**config.mk**
```make
export PLATFORM = sky130hd
export DESIGN_NAME = instr_fetch_unit_flat
export DESIGN_NICKNAME = d
export VERILOG_FILES = /design/src/rtl/instr_fetch_unit_if.sv /design/src/rtl/instr_fetch_unit.sv /design/src/flat_wrapper.sv
export SDC_FILE = /design/constraint.sdc
export NUM_CORES = 1
export LEC_CHECK = 0
export BUFFER_PORTS_ARGS = -buffer_cell sky130_fd_sc_hd__buf_2
export CAP_MARGIN = 20
export CORE_MARGIN = 1
export CORE_UTILIZATION = 53
export DETAILED_ROUTE_END_ITERATION = 12
export PLACE_DENSITY = 0.91
export SLEW_MARGIN = 30
export SYNTH_ARGS = -nofsm -noshare
export SYNTH_HDL_FRONTEND = slang
export SYNTH_SLANG_ARGS = --single-unit
```
**constraint.sdc**
```tcl
create_clock -name clk -period 5.3 [get_ports clk]
set_input_delay 0.265 -clock clk [delete_from_list [all_inputs] [get_ports clk]]
set_output_delay 0.265 -clock clk [all_outputs]
set_load 0.05 [all_outputs]
```
**src/rtl/instr_fetch_unit_if.sv**
```systemverilog
`default_nettype none
// ----------------------------------------------------------------------------
// instr_fetch_unit_if: fetch-stage memory and decode bundle -- rev 1.0
// ----------------------------------------------------------------------------
interface instr_fetch_unit_if #(
  parameter int BIOS_AW = 12,
  parameter int IMEM_AW = 14
);
  logic               stall;
  logic               redirect_valid;
  logic [31:0]        redirect_pc;
  logic               bios_en;
  logic [BIOS_AW-1:0] bios_addr;
  logic [31:0]        bios_dout;
  logic               imem_en;
  logic [IMEM_AW-1:0] imem_addr;
  logic [31:0]        imem_dout;
  logic [31:0]        instr;
  logic [31:0]        instr_pc;
  logic               instr_valid;
  logic               fetch_fault;
  logic [31:0]        fetch_count;

  modport master (
    input  stall, redirect_valid, redirect_pc, bios_dout, imem_dout,
    output bios_en, bios_addr, imem_en, imem_addr,
    output instr, instr_pc, instr_valid, fetch_fault, fetch_count
  );

  modport slave (
    output stall, redirect_valid, redirect_pc, bios_dout, imem_dout,
    input  bios_en, bios_addr, imem_en, imem_addr,
    input  instr, instr_pc, instr_valid, fetch_fault, fetch_count
  );
endinterface
`default_nettype wire

```
**src/rtl/instr_fetch_unit.sv**
```systemverilog
`default_nettype none
// ----------------------------------------------------------------------------
// instr_fetch_unit: PC owner and BIOS/IMEM fetch stage -- rev 1.0
// ----------------------------------------------------------------------------
module instr_fetch_unit #(
  parameter logic [31:0] RESET_PC  = 32'h4000_0000,
  parameter logic [31:0] NOP_INSTR = 32'h0000_0013,
  parameter int          BIOS_AW   = 12,
  parameter int          IMEM_AW   = 14
) (
  input  logic                clk,
  input  logic                rst_n,
  instr_fetch_unit_if.master  bus
);

  localparam logic [1:0] SRC_BIOS = 2'd0;
  localparam logic [1:0] SRC_IMEM = 2'd1;
  localparam logic [1:0] SRC_NONE = 2'd2;

  logic [31:0] pc_q, pc_d;
  logic [1:0]  src_q, src_d;
  logic        vld_q, vld_d;
  logic        flt_q, flt_d;
  logic [31:0] hold_q, hold_d;
  logic        hold_act_q, hold_act_d;
  logic [31:0] cnt_q, cnt_d;

  logic [31:0] req_pc;
  logic [1:0]  req_src;
  logic [31:0] live_dout;

  function automatic logic [1:0] decode_src(input logic [3:0] region);
    case (region)
      4'h4:    decode_src = SRC_BIOS;
      4'h1:    decode_src = SRC_IMEM;
      default: decode_src = SRC_NONE;
    endcase
  endfunction

  // Redirect beats stall; a stalled cycle re-issues pc_q so the memory keeps
  // presenting the same word.
  always_comb begin
    req_pc = pc_q;
    if (bus.redirect_valid) begin
      req_pc = {bus.redirect_pc[31:2], 2'b00};
    end else if (!bus.stall && vld_q) begin
      req_pc = pc_q + 32'd4;
    end
  end

  always_comb begin
    req_src = decode_src(req_pc[31:28]);
  end

  always_comb begin
    case (src_q)
      SRC_BIOS: live_dout = bus.bios_dout;
      SRC_IMEM: live_dout = bus.imem_dout;
      default:  live_dout = NOP_INSTR;
    endcase
  end

  always_comb begin
    pc_d       = pc_q;
    src_d      = src_q;
    vld_d      = vld_q;
    flt_d      = flt_q;
    hold_d     = hold_q;
    hold_act_d = hold_act_q;
    if (bus.redirect_valid) begin
      pc_d       = req_pc;
      src_d      = req_src;
      vld_d      = 1'b1;
      flt_d      = (req_src == SRC_NONE) || (bus.redirect_pc[1:0] != 2'b00);
      hold_act_d = 1'b0;
    end else if (bus.stall) begin
      // Snapshot on the first stalled cycle so later memory writes cannot leak out.
      if (!hold_act_q) begin
        hold_d     = live_dout;
        hold_act_d = 1'b1;
      end
    end else begin
      pc_d       = req_pc;
      src_d      = req_src;
      vld_d      = 1'b1;
      flt_d      = (req_src == SRC_NONE);
      hold_act_d = 1'b0;
    end
  end

  always_comb begin
    cnt_d = cnt_q;
    if (vld_q && !bus.stall && !bus.redirect_valid) begin
      cnt_d = cnt_q + 32'd1;
    end
  end

  always_ff @(posedge clk) begin
    if (!rst_n) begin
      pc_q       <= RESET_PC;
      src_q      <= SRC_NONE;
      vld_q      <= 1'b0;
      flt_q      <= 1'b0;
      hold_q     <= NOP_INSTR;
      hold_act_q <= 1'b0;
      cnt_q      <= 32'd0;
    end else begin
      pc_q       <= pc_d;
      src_q      <= src_d;
      vld_q      <= vld_d;
      flt_q      <= flt_d;
      hold_q     <= hold_d;
      hold_act_q <= hold_act_d;
      cnt_q      <= cnt_d;
    end
  end

  assign bus.bios_en   = (req_pc[31:28] == 4'h4);
  assign bus.bios_addr = req_pc[BIOS_AW+1:2];
  assign bus.imem_en   = (req_pc[31:28] == 4'h1);
  assign bus.imem_addr = req_pc[IMEM_AW+1:2];

  always_comb begin
    if (!vld_q || flt_q) begin
      bus.instr = NOP_INSTR;
    end else if (hold_act_q) begin
      bus.instr = hold_q;
    end else begin
      bus.instr = live_dout;
    end
  end

  assign bus.instr_pc    = pc_q;
  assign bus.instr_valid = vld_q;
  assign bus.fetch_fault = vld_q & flt_q;
  assign bus.fetch_count = cnt_q;

endmodule
`default_nettype wire

```
**src/flat_wrapper.sv**
```systemverilog
// flat-port wrapper written by rule: the top's interface ports become plain ports
module instr_fetch_unit_flat 
#(
  parameter logic [31:0] RESET_PC  = 32'h4000_0000,
  parameter logic [31:0] NOP_INSTR = 32'h0000_0013,
  parameter int          BIOS_AW   = 12,
  parameter int          IMEM_AW   = 14
)
  (clk, rst_n, bus_stall, bus_redirect_valid, bus_redirect_pc, bus_bios_dout, bus_imem_dout, bus_bios_en, bus_bios_addr, bus_imem_en, bus_imem_addr, bus_instr, bus_instr_pc, bus_instr_valid, bus_fetch_fault, bus_fetch_count);
  instr_fetch_unit_if #(.BIOS_AW(BIOS_AW), .IMEM_AW(IMEM_AW)) bus_i ();
  input  logic clk;
  input  logic rst_n;
  input wire logic [$bits(bus_i.stall)-1:0] bus_stall;
  input wire logic [$bits(bus_i.redirect_valid)-1:0] bus_redirect_valid;
  input wire logic [$bits(bus_i.redirect_pc)-1:0] bus_redirect_pc;
  input wire logic [$bits(bus_i.bios_dout)-1:0] bus_bios_dout;
  input wire logic [$bits(bus_i.imem_dout)-1:0] bus_imem_dout;
  output wire logic [$bits(bus_i.bios_en)-1:0] bus_bios_en;
  output wire logic [$bits(bus_i.bios_addr)-1:0] bus_bios_addr;
  output wire logic [$bits(bus_i.imem_en)-1:0] bus_imem_en;
  output wire logic [$bits(bus_i.imem_addr)-1:0] bus_imem_addr;
  output wire logic [$bits(bus_i.instr)-1:0] bus_instr;
  output wire logic [$bits(bus_i.instr_pc)-1:0] bus_instr_pc;
  output wire logic [$bits(bus_i.instr_valid)-1:0] bus_instr_valid;
  output wire logic [$bits(bus_i.fetch_fault)-1:0] bus_fetch_fault;
  output wire logic [$bits(bus_i.fetch_count)-1:0] bus_fetch_count;
  assign bus_i.stall = bus_stall;
  assign bus_i.redirect_valid = bus_redirect_valid;
  assign bus_i.redirect_pc = bus_redirect_pc;
  assign bus_i.bios_dout = bus_bios_dout;
  assign bus_i.imem_dout = bus_imem_dout;
  assign bus_bios_en = bus_i.bios_en;
  assign bus_bios_addr = bus_i.bios_addr;
  assign bus_imem_en = bus_i.imem_en;
  assign bus_imem_addr = bus_i.imem_addr;
  assign bus_instr = bus_i.instr;
  assign bus_instr_pc = bus_i.instr_pc;
  assign bus_instr_valid = bus_i.instr_valid;
  assign bus_fetch_fault = bus_i.fetch_fault;
  assign bus_fetch_count = bus_i.fetch_count;
  instr_fetch_unit #(.RESET_PC(RESET_PC), .NOP_INSTR(NOP_INSTR), .BIOS_AW(BIOS_AW), .IMEM_AW(IMEM_AW)) u_core (.clk(clk), .rst_n(rst_n), .bus(bus_i));
endmodule
```
**Word level (Yosys, flattened, before mapping)**

Index checks and enable logic that the tools add are counted.

- Word-level logic and storage cells: 43
- Output and inout port bits: 126
- Register bits after elaboration: 101
- Input bits: 100

- Reduce and logical (&&, ||, !) cells: 11
- Equality and inequality tests: 5
- Mux-type cells: 15
- Bitwise gates (word level): 3
- Add/subtract/negate cells: 2

Operators by type and width:

| cell | count |
|---|---|
| 2-to-1 mux 32 bit | 6 |
| one-hot mux 32 bit (2 select lines) | 1 |
| adder 32 x 1 -> 32 bit, second input constant | 1 |
| adder 32 x 3 -> 32 bit, second input constant | 1 |
| 2-to-1 mux 1 bit | 5 |
| == test 4 x 1 -> 1 bit, second input constant | 1 |
| == test 4 x 3 -> 1 bit, second input constant | 1 |
| 2-to-1 mux 2 bit | 2 |
| one-hot mux 2 bit (2 select lines) | 1 |
| zero test 1 bit | 3 |
| == test 2 x 1 -> 1 bit, second input constant | 1 |
| == test 2 bit, second input constant | 1 |
| logical AND 1 bit | 2 |
| zero test 2 bit | 1 |
| logical OR 1 bit | 2 |
| != test 2 x 1 -> 1 bit, second input constant | 1 |
| NOT 1 bit | 2 |
| AND reduction 2 bit | 1 |
| nonzero test 2 bit | 1 |
| OR reduction 2 bit | 1 |
| AND 1 bit | 1 |

**Longest topological paths before layout**

Gate-level depths: netlist of run 1.

- Depth after elaboration: 9
- Mapped depth: 8

**Worst setup path before layout of run 1**

Ideal clock, no wire load.

- Path type: reg-to-output
- Start: register u_core.pc_q[4], in the netlist u_core.bus.instr_pc[4]
- End: output port bus_bios_en
- Path buffers: 1
- Arrival: 2437 ps
- Data required time: 5035 ps
- Cell stages (with the launch flop): 8
- Path slack: 2598 ps
- Cells stage by stage: dfxtp_1 and3_1 buf_4 nand4_4 nor4_2 xor2_1 o22ai_1 and3_1

- Longest elaborated chain between the ends: 4

RTL lines:

| what | line | RTL |
|---|---|---|
| start, declared | instr_fetch_unit.sv:20 | `logic [31:0] pc_q, pc_d;` |
| start signal, assigned | instr_fetch_unit.sv:108 | `pc_q <= pc_d;` |
| adder 32 x 3 -> 32 bit | instr_fetch_unit.sv:47 | `req_pc = pc_q + 32'd4;` |
| 2-to-1 mux 32 bit | instr_fetch_unit.sv:46 | `end else if (!bus.stall && vld_q) begin` |
| 2-to-1 mux 32 bit | instr_fetch_unit.sv:44 | `if (bus.redirect_valid) begin` |
| == test 4 x 3 -> 1 bit | instr_fetch_unit.sv:118 | `assign bus.bios_en = (req_pc[31:28] == 4'h4);` |
| end, declared | flat_wrapper.sv:18 | `output wire logic [$bits(bus_i.bios_en)-1:0] bus_bios_en;` |

No other way between the ends.

**Worst setup path in the final report of run 1**

- Start: register u_core.vld_q, in the netlist u_core.bus.instr_valid
- End: output port bus_bios_en

- Longest elaborated chain between the ends: 4

RTL lines:

| what | line | RTL |
|---|---|---|
| start, declared | instr_fetch_unit.sv:22 | `logic vld_q, vld_d;` |
| start signal, assigned | instr_fetch_unit.sv:110 | `vld_q <= vld_d;` |
| logical AND 1 bit | instr_fetch_unit.sv:46 |  |
| 2-to-1 mux 32 bit | instr_fetch_unit.sv:46 |  |
| 2-to-1 mux 32 bit | instr_fetch_unit.sv:44 |  |
| == test 4 x 3 -> 1 bit | instr_fetch_unit.sv:118 |  |

No other way between the ends.

==> results.yml, run 1 <==
synthesis:
  yosysUniqueCellTypes: 50
  synth_edf_count: 0
  yosys.cell_count.top_type: "nor2_1"
  yosysTopAreaCellShare_pct: 36.3
  synth_area_um2: 5460
  synth_seq_cells: 99
  synthTopCellsByCount: "nor2_1 (109), dfxtp_1 (99), nand2_1 (44), clkbuf_1 (35), a211oi_1 (34)"
  synthTopCellsByArea: "dfxtp_1 (36%), nor2_1 (7.5%), mux2_2 (6.0%)"
  yosysTopAreaCell: "dfxtp_1"
  yosysSeqAreaShare_pct: 36.3
  synthFlopType: "dfxtp_1"
  synth.avg_cell_area_um2: 8.40
  synth_warnings: 0
  synthCells: 650
  synthArstFlopShare_pct: 0
power:
  ir_drop_mv: 0.138
  p_clk_share_pct: 30.6
  power.leakage_nw: 2.93
  intPower_w: 0.00114
  p_total_w: 0.00167
  p_sw_w: 0.000527
  p_per_area_nw_per_um2: 251
  swShare_pct: 31.6
  seqPwrFrac_pct: 48.4
  comb_power_share_pct: 20.9
finish:
  fin_cells: 959
  drive_gt1_share_pct: 35.0
  nets: 922
  area_growth_pct: 21.8
  final_cell_area_um2: 6650
clock_network:
  cts_setup_buffers: 0
  numCtsBuffers: 9
  cts_tree: "done"
  clk_latency_ns: 0.36
  clkTransAtPathRegs_ns: 0.09
  holdBufCountCts: 0
  clock_sinks: 99
  cts_root_buffer: "clkbuf_8"
  cts_buffer_depth: 2
  post_cts_resized: 0
  htree_levels: 3
hold_path:
  worstHoldEndpoint: "u_core.bus.instr_pc[26]$_SDFFE_PN0P_"
  min-delay-start: "bus_redirect_pc[26]"
  hold_path_depth: 2
  hold_path_class: "in -> reg"
timing:
  slew_headroom_pct: 45.1
  rsz0062_at_grt: "false"
  setup-tns-final_ns: 0
  drv_slew: 0
  period_minus_slack_ns: 3.04
  hold_viol_final: 0
  finClkSkew_ns: 0.00777
  fin_ws_ns: 2.26
  max_clock_freq_mhz: 329
  setup_viol: 0
  worst_pin_slew_ns: 0.823
  period_share_pct: 57.3
routing:
  wl_per_cell_um: 14.3
  drt-total-wl_um: 13700
  drtPass1Iterations: 4
  drc: 0
  via_count: 5175
  first_iter_violations: 296
  via_per_inst: 5.40
  ant_nets: 0
die:
  core_um2: 9860
  start_util_pct: 55.4
  dieHeight_um: 104
  die_area_um2: 10700
  placementRows: 36
  ios: 226
  die_w_um: 104
worst_setup_path:
  path_cells: "and4b_1 > nand3_2 > nor4_1 > mux2i_1 > o22ai_1 > and3_1 > buf_2"
  cpLargestDelayFamily: "simple AND/OR/NAND/NOR gates"
  endpoint_kind: "primary output"
  timing.rr.end: "u_core.bus.fetch_count[23]$_SDFFE_PN0P_"
  path_buf_inv: 1
  r2r_cells: 6
  cp.required_ns: 5.04
  slowest_stage: "dfxtp_1"
  cp_slowest_stage_delay_ns: 0.53
  crit_arrival_ns: 2.77
  worstPathMaxFanout: 9
  worstSetupStartpointType: "flop"
  timing.rr.start: "u_core.bus.instr_valid$_SDFFE_PN0N_"
  setup.worst_path.class: "reg -> out"
  reg2reg_slack_ns: 2.99
global_route:
  antenna_found_initial: 0
  grt_overflow: 0
  first_global_vias: 4635
  grt_max_degree: 54
  grt_pass1_wl_um: 22200
  grt_use_total_pct: 25.2
place:
  portBuffers: 223
  preCtsSetupSlack_ns: 2.42
  placed_cell_area_um2: 6440
  dp_hpwl_um: 9970
  gp_congestion: 0.829
  dp_cells: 942
flow_run:
  maxCapViolations: 0
run_status:
  outcome: "completed"
[sequential cells by signal (all words and copies together), names as in the netlist]
| signal | flops |
|---|---|
| u_core.bus.fetch_count | 32 |
| u_core.bus.instr_pc | 30 |
| u_core.bus.instr_valid | 1 |
| u_core.flt_q | 1 |
| u_core.hold_act_q | 1 |
| u_core.hold_q | 32 |
| u_core.src_q | 2 |
[power groups by stage]
| stage | sequential [W] | combinational [W] | clock, W |
|---|---|---|---|
| 6_report | 0.000808 | 0.000349 | 0.000511 |
| 5_1_grt | 0.000813 | 0.000374 | 0.000553 |
| 4_1_cts | 0.000808 | 0.000350 | 0.000525 |
| 3_5_place_dp | 0.000825 | 0.000349 | 0 |
| 3_3_place_gp | 0.000823 | 0.000342 | 0 |
| 2_1_floorplan | 0.000869 | 0.000225 | 0 |
[cells by family (layout without fill, tap and decap cells)]
kind of cell,count (synthesis),after routing,synth area share (%)
xor gates and xnor gates,53,53,8.50
muxes,38,38,7.63
and+or+nand+nor,268,268,25.5
adders and majority gates,2,2,0.458
AOI/OAI and AO/OA,110,110,14.0
DFF,99,99,36.3
other,1,3,0.0687
buffers and inverters,79,253,7.54
[worst reg2reg max path: cells and delay by family, from the launching register on]
kind,cells,cell delay [ns]
xor+xnor,1,0.12
flops,1,0.53
simple gates,5,1.55
[stage by stage]
step	hold WS, ns	util, %
after CTS	0.116	67.4
final	0.127	67.4
after floorplan	0.403	-
after global routing	0.125	67.4
after global placement	0.460	64.9
after detailed placement	0.466	65.3
[worst max path at each step]
stage,depth (start not counted),from,endpoint,slack (ns)
6_report,7,u_core.bus.instr_valid$_SDFFE_PN0N_,bus_bios_en,2.26
5_1_grt,7,u_core.bus.instr_valid$_SDFFE_PN0N_,bus_bios_en,2.02
4_1_cts,7,u_core.bus.instr_valid$_SDFFE_PN0N_,bus_bios_en,2.20
3_5_place_dp,7,bus_redirect_valid,bus_bios_en,2.42
3_3_place_gp,7,bus_redirect_valid,bus_bios_en,2.43
2_1_floorplan,7,u_core.bus.instr_pc[4]$_SDFFE_PN0N_,bus_bios_en,2.60
[per-layer routing]
metal  wire [um]  vias to the layer above  track usage, %
li1            -                     2590               -
met1        5800                     2391            31.4
met2        6740                      176            42.9
met3         936                       18            5.41
met4         200                        0            9.01
met5           0                        -               0
[final cells by class]
cell class | count | area, um2
sequential | 99 | 1980
fill | 887 | 3210
multi-input combinational | 473 | 3080
timing repair buffer | 227 | 1170
inverter | 10 | 37.5
clock inverter | 3 | 43.8
tap | 133 | 166
clock buffer | 13 | 169
antenna | 1 | 2.50
[placed cells by master (no fill, tap or decap), types with 2 or more instances in the layout]
| cell | n |
|---|---|
| nor4_1 | 6 |
| nor2b_1 | 4 |
| and4_1 | 9 |
| o21ai_0 | 25 |
| conb_1 | 2 |
| a22oi_1 | 32 |
| xnor2_1 | 24 |
| clkbuf_8 | 12 |
| dfxtp_1 | 98 |
| nand3_2 | 3 |
| o211a_1 | 4 |
| and2_1 | 19 |
| nand3_1 | 19 |
| a21oi_1 | 7 |
| o211ai_1 | 3 |
| and3_1 | 8 |
| nor3_2 | 2 |
| a211oi_1 | 34 |
| nand4_4 | 2 |
| xor2_1 | 29 |
| mux2_2 | 29 |
| nor2_1 | 108 |
| nand4_1 | 19 |
| buf_2 | 223 |
| inv_1 | 9 |
| nand2b_1 | 4 |
| buf_4 | 3 |
| ha_1 | 2 |
| or3_1 | 7 |
| mux2i_1 | 9 |
| nand2_1 | 44 |
(Power assumes the default switching activity.)
==> run 2, diff against run 1 <==
--- a/config.mk
+++ b/config.mk
@@ -5,12 +5,13 @@
 export SDC_FILE = /design/constraint.sdc
 export NUM_CORES = 1
 export LEC_CHECK = 0
+export ABC_AREA = 1
 export BUFFER_PORTS_ARGS = -buffer_cell sky130_fd_sc_hd__buf_2
 export CAP_MARGIN = 20
 export CORE_MARGIN = 1
-export CORE_UTILIZATION = 53
+export CORE_UTILIZATION = 45
 export DETAILED_ROUTE_END_ITERATION = 12
-export PLACE_DENSITY = 0.91
+export PLACE_DENSITY = 0.81
 export SLEW_MARGIN = 30
 export SYNTH_ARGS = -nofsm -noshare
 export SYNTH_HDL_FRONTEND = slang
==> constraint.sdc (replaced) <==
create_clock -name clk -period 2.7 [get_ports clk]
set_input_delay 0.135 -clock clk [delete_from_list [all_inputs] [get_ports clk]]
set_output_delay 0.135 -clock clk [all_outputs]
set_load 0.05 [all_outputs]
==> run 2 against run 1 <==
Die area rose by 31%. Hold slack got worse by 0.089 ns. Sequential cell count did not move. Final cell count rose by 31%. Via count rose by 26%. Count of clock-buffer cells in the layout fell by 1. Clock power rose by 130%. Sequential share of layout area fell by 3.1 points. Critical path type unchanged.
==> results.yml, run 2 <==
timing:
  period_minus_slack_ns: 2.43
  setup_viol: 0
  setup-tns-final_ns: 0
  hold_viol_final: 0
  drv_slew: 0
  finClkSkew_ns: 0.00754
  rsz0062_at_grt: "false"
  max_clock_freq_mhz: 412
  period_share_pct: 89.9
  worst_pin_slew_ns: 0.850
  holdWs_ns: 0.0378
  slew_headroom_pct: 43.3
worst_setup_path:
  slowest_stage: "dfxtp_1"
  crit_arrival_ns: 2.29
  cp.required_ns: 2.57
  r2r_cells: 13
  setup.worst_path.class: "reg -> out"
  path_buf_inv: 3
  timing.rr.start: "u_core.bus.instr_valid$_SDFFE_PN0N_"
  timing.rr.end: "u_core.bus.fetch_count[24]$_SDFFE_PN0P_"
  endpoint_kind: "primary output"
  worstPathMaxFanout: 6
  cpLargestDelayFamily: "simple AND/OR/NAND/NOR gates"
  path_cells: "ha_1 > inv_1 > nor2_2 > nand3_4 > nor2_8 > nand2_2 > nand2_1 > nand2_1 > nand2_1 > nand2_2 > nor2_2 > nand2_2 > inv_1 > buf_2"
  reg2reg_slack_ns: 0.62
  worstSetupStartpointType: "flop"
  cp_slowest_stage_delay_ns: 0.39
run_status:
  outcome: "completed"
clock_network:
  post_cts_resized: 0
  cts_setup_buffers: 0
  cts_tree: "done"
  holdBufCountCts: 0
  clkTransAtPathRegs_ns: 0.07
  htree_levels: 3
  numCtsBuffers: 9
  clock_sinks: 99
  cts_buffer_depth: 2
  cts_root_buffer: "clkbuf_16"
  clk_latency_ns: 0.35
finish:
  antenna_cells: 0
  fillers: 1328
  area_growth_pct: 21.4
  fin_util_pct: 56.0
  layout_common_cells: "buf_2 (223), nand2_1 (130), inv_1 (110)"
  nets: 1182
  multi_input_area_um2: 3300
  drive_gt1_share_pct: 29.2
  regArea_um2: 1980
  final_cell_area_um2: 7420
  layout_commonest_cell: "buf_2"
synthesis:
  synthArstFlopShare_pct: 0
  synth_warnings: 0
  yosysSeqAreaShare_pct: 32.5
  synthTopCellsByArea: "dfxtp_1 (32%), nand2_1 (8.0%), o21ai_0 (7.4%)"
  synth_seq_cells: 99
  synth_area_um2: 6110
  yosysTopAreaCell: "dfxtp_1"
  synth_edf_count: 0
  synth.avg_cell_area_um2: 6.76
  yosys.cell_count.top_type: "nand2_1"
  yosysTopAreaCellShare_pct: 32.5
  synthTopCellsByCount: "nand2_1 (130), inv_1 (110), nor2_1 (101), dfxtp_1 (99), o21ai_0 (90)"
  synthFlopType: "dfxtp_1"
  synthCells: 904
  yosysUniqueCellTypes: 52
die:
  placementRows: 42
  die_area_um2: 14000
  start_util_pct: 46.1
  dieHeight_um: 118
  core_um2: 13200
  die_w_um: 118
  ios: 226
routing:
  wl_per_cell_um: 13.3
  drc: 0
  via_per_inst: 5.19
  drtPass1Iterations: 6
  via_count: 6535
  first_iter_violations: 438
  ant_nets: 0
  drt-total-wl_um: 16800
global_route:
  grt_overflow: 0
  antenna_found_initial: 0
  grt_pass1_wl_um: 27500
  first_global_vias: 5758
  grt_use_total_pct: 24.0
  grt_max_degree: 54
power:
  power.leakage_nw: 3.42
  ir_drop_mv: 0.359
  p_per_area_nw_per_um2: 479
place:
  gp_congestion: 0.927
  placed_cell_area_um2: 7150
  dp_hpwl_um: 12300
  portBuffers: 223
hold_path:
  hold_path_depth: 3
  hold_path_class: "in -> reg"
  min-delay-start: "rst_n"
  worstHoldEndpoint: "u_core.hold_act_q$_SDFF_PP0_"
flow_run:
  maxCapViolations: 0
[run 2: final cells by class]
class | instances | area share, %
tap | 176 | 2.97
sequential | 99 | 26.7
timing repair buffer | 235 | 16.3
clock inverter | 3 | 0.202
clock buffer | 12 | 3.32
multi-input combinational | 618 | 44.5
inverter | 117 | 5.99
[run 2: report_power, final]
part           internal, W  switching (W)  total, W
Combinational     0.000214       0.000582  0.000796
Sequential         0.00151      0.0000557   0.00156
Clock             0.000641       0.000550   0.00119
[run 2: how the worst max path moves through the flow]
stage / startpoint / slack (ns) / to / depth (start not counted)
2_1_floorplan: u_core.bus.instr_pc[3]$_SDFFE_PN0N_ / 0.40 / bus_imem_en / 13
3_3_place_gp: u_core.bus.instr_valid$_SDFFE_PN0N_ / 0.69 / u_core.bus.fetch_count[24]$_SDFFE_PN0P_ / 13
3_5_place_dp: u_core.bus.instr_valid$_SDFFE_PN0N_ / 0.61 / u_core.bus.fetch_count[24]$_SDFFE_PN0P_ / 13
4_1_cts: u_core.bus.instr_pc[3]$_SDFFE_PN0N_ / 0.24 / bus_imem_en / 14
5_1_grt: u_core.bus.instr_pc[3]$_SDFFE_PN0N_ / 0.03 / bus_imem_en / 14
6_report: u_core.bus.instr_pc[3]$_SDFFE_PN0N_ / 0.27 / bus_imem_en / 14
[run 2: routing by layer]
| metal | wire [um] | global-route usage (%) | vias to the layer above |
|---|---|---|---|
| li1 | - | - | 3301 |
| met1 | 7670 | 30.7 | 3012 |
| met2 | 7940 | 40.6 | 202 |
| met3 | 876 | 5.45 | 20 |
| met4 | 266 | 6.01 | 0 |
| met5 | 0 | 0 | - |
[run 2: worst reg2reg max path, stage by stage, from the launching register on]
cell and delay (ns):
dfxtp_1 0.38, nand2_2 0.17, clkinv_4 0.12, nand2_4 0.13
inv_2 0.28, nand2_2 0.13, nor2_4 0.11, nand2_2 0.08
nor2_4 0.11, nand2_2 0.08, nor4_2 0.17, nand2_1 0.08
nor2_1 0.09, nor2_1 0.05
[run 2: logic make-up after synthesis]
family	after synthesis	synth area share, %
adder cells (fa/ha/maj)	2	0.410
AND/OR/NAND/NOR	414	33.7
other	1	0.0614
XOR/XNOR	16	2.29
flip-flops	99	32.5
buffers and inverters	188	13.5
AO/OA/AOI/OAI	184	17.5
[run 2: metrics by stage]
step | setup slack (ns) | std cells | power [W]
2_1_floorplan | 0.397 | 905 | 0.00221
3_3_place_gp | 0.686 | 1245 | 0.00238
3_5_place_dp | 0.614 | 1245 | 0.00239
4_1_cts | 0.239 | 1260 | 0.00357
5_1_grt | 0.0299 | 1260 | 0.00370
6_report | 0.272 | 1260 | 0.00355
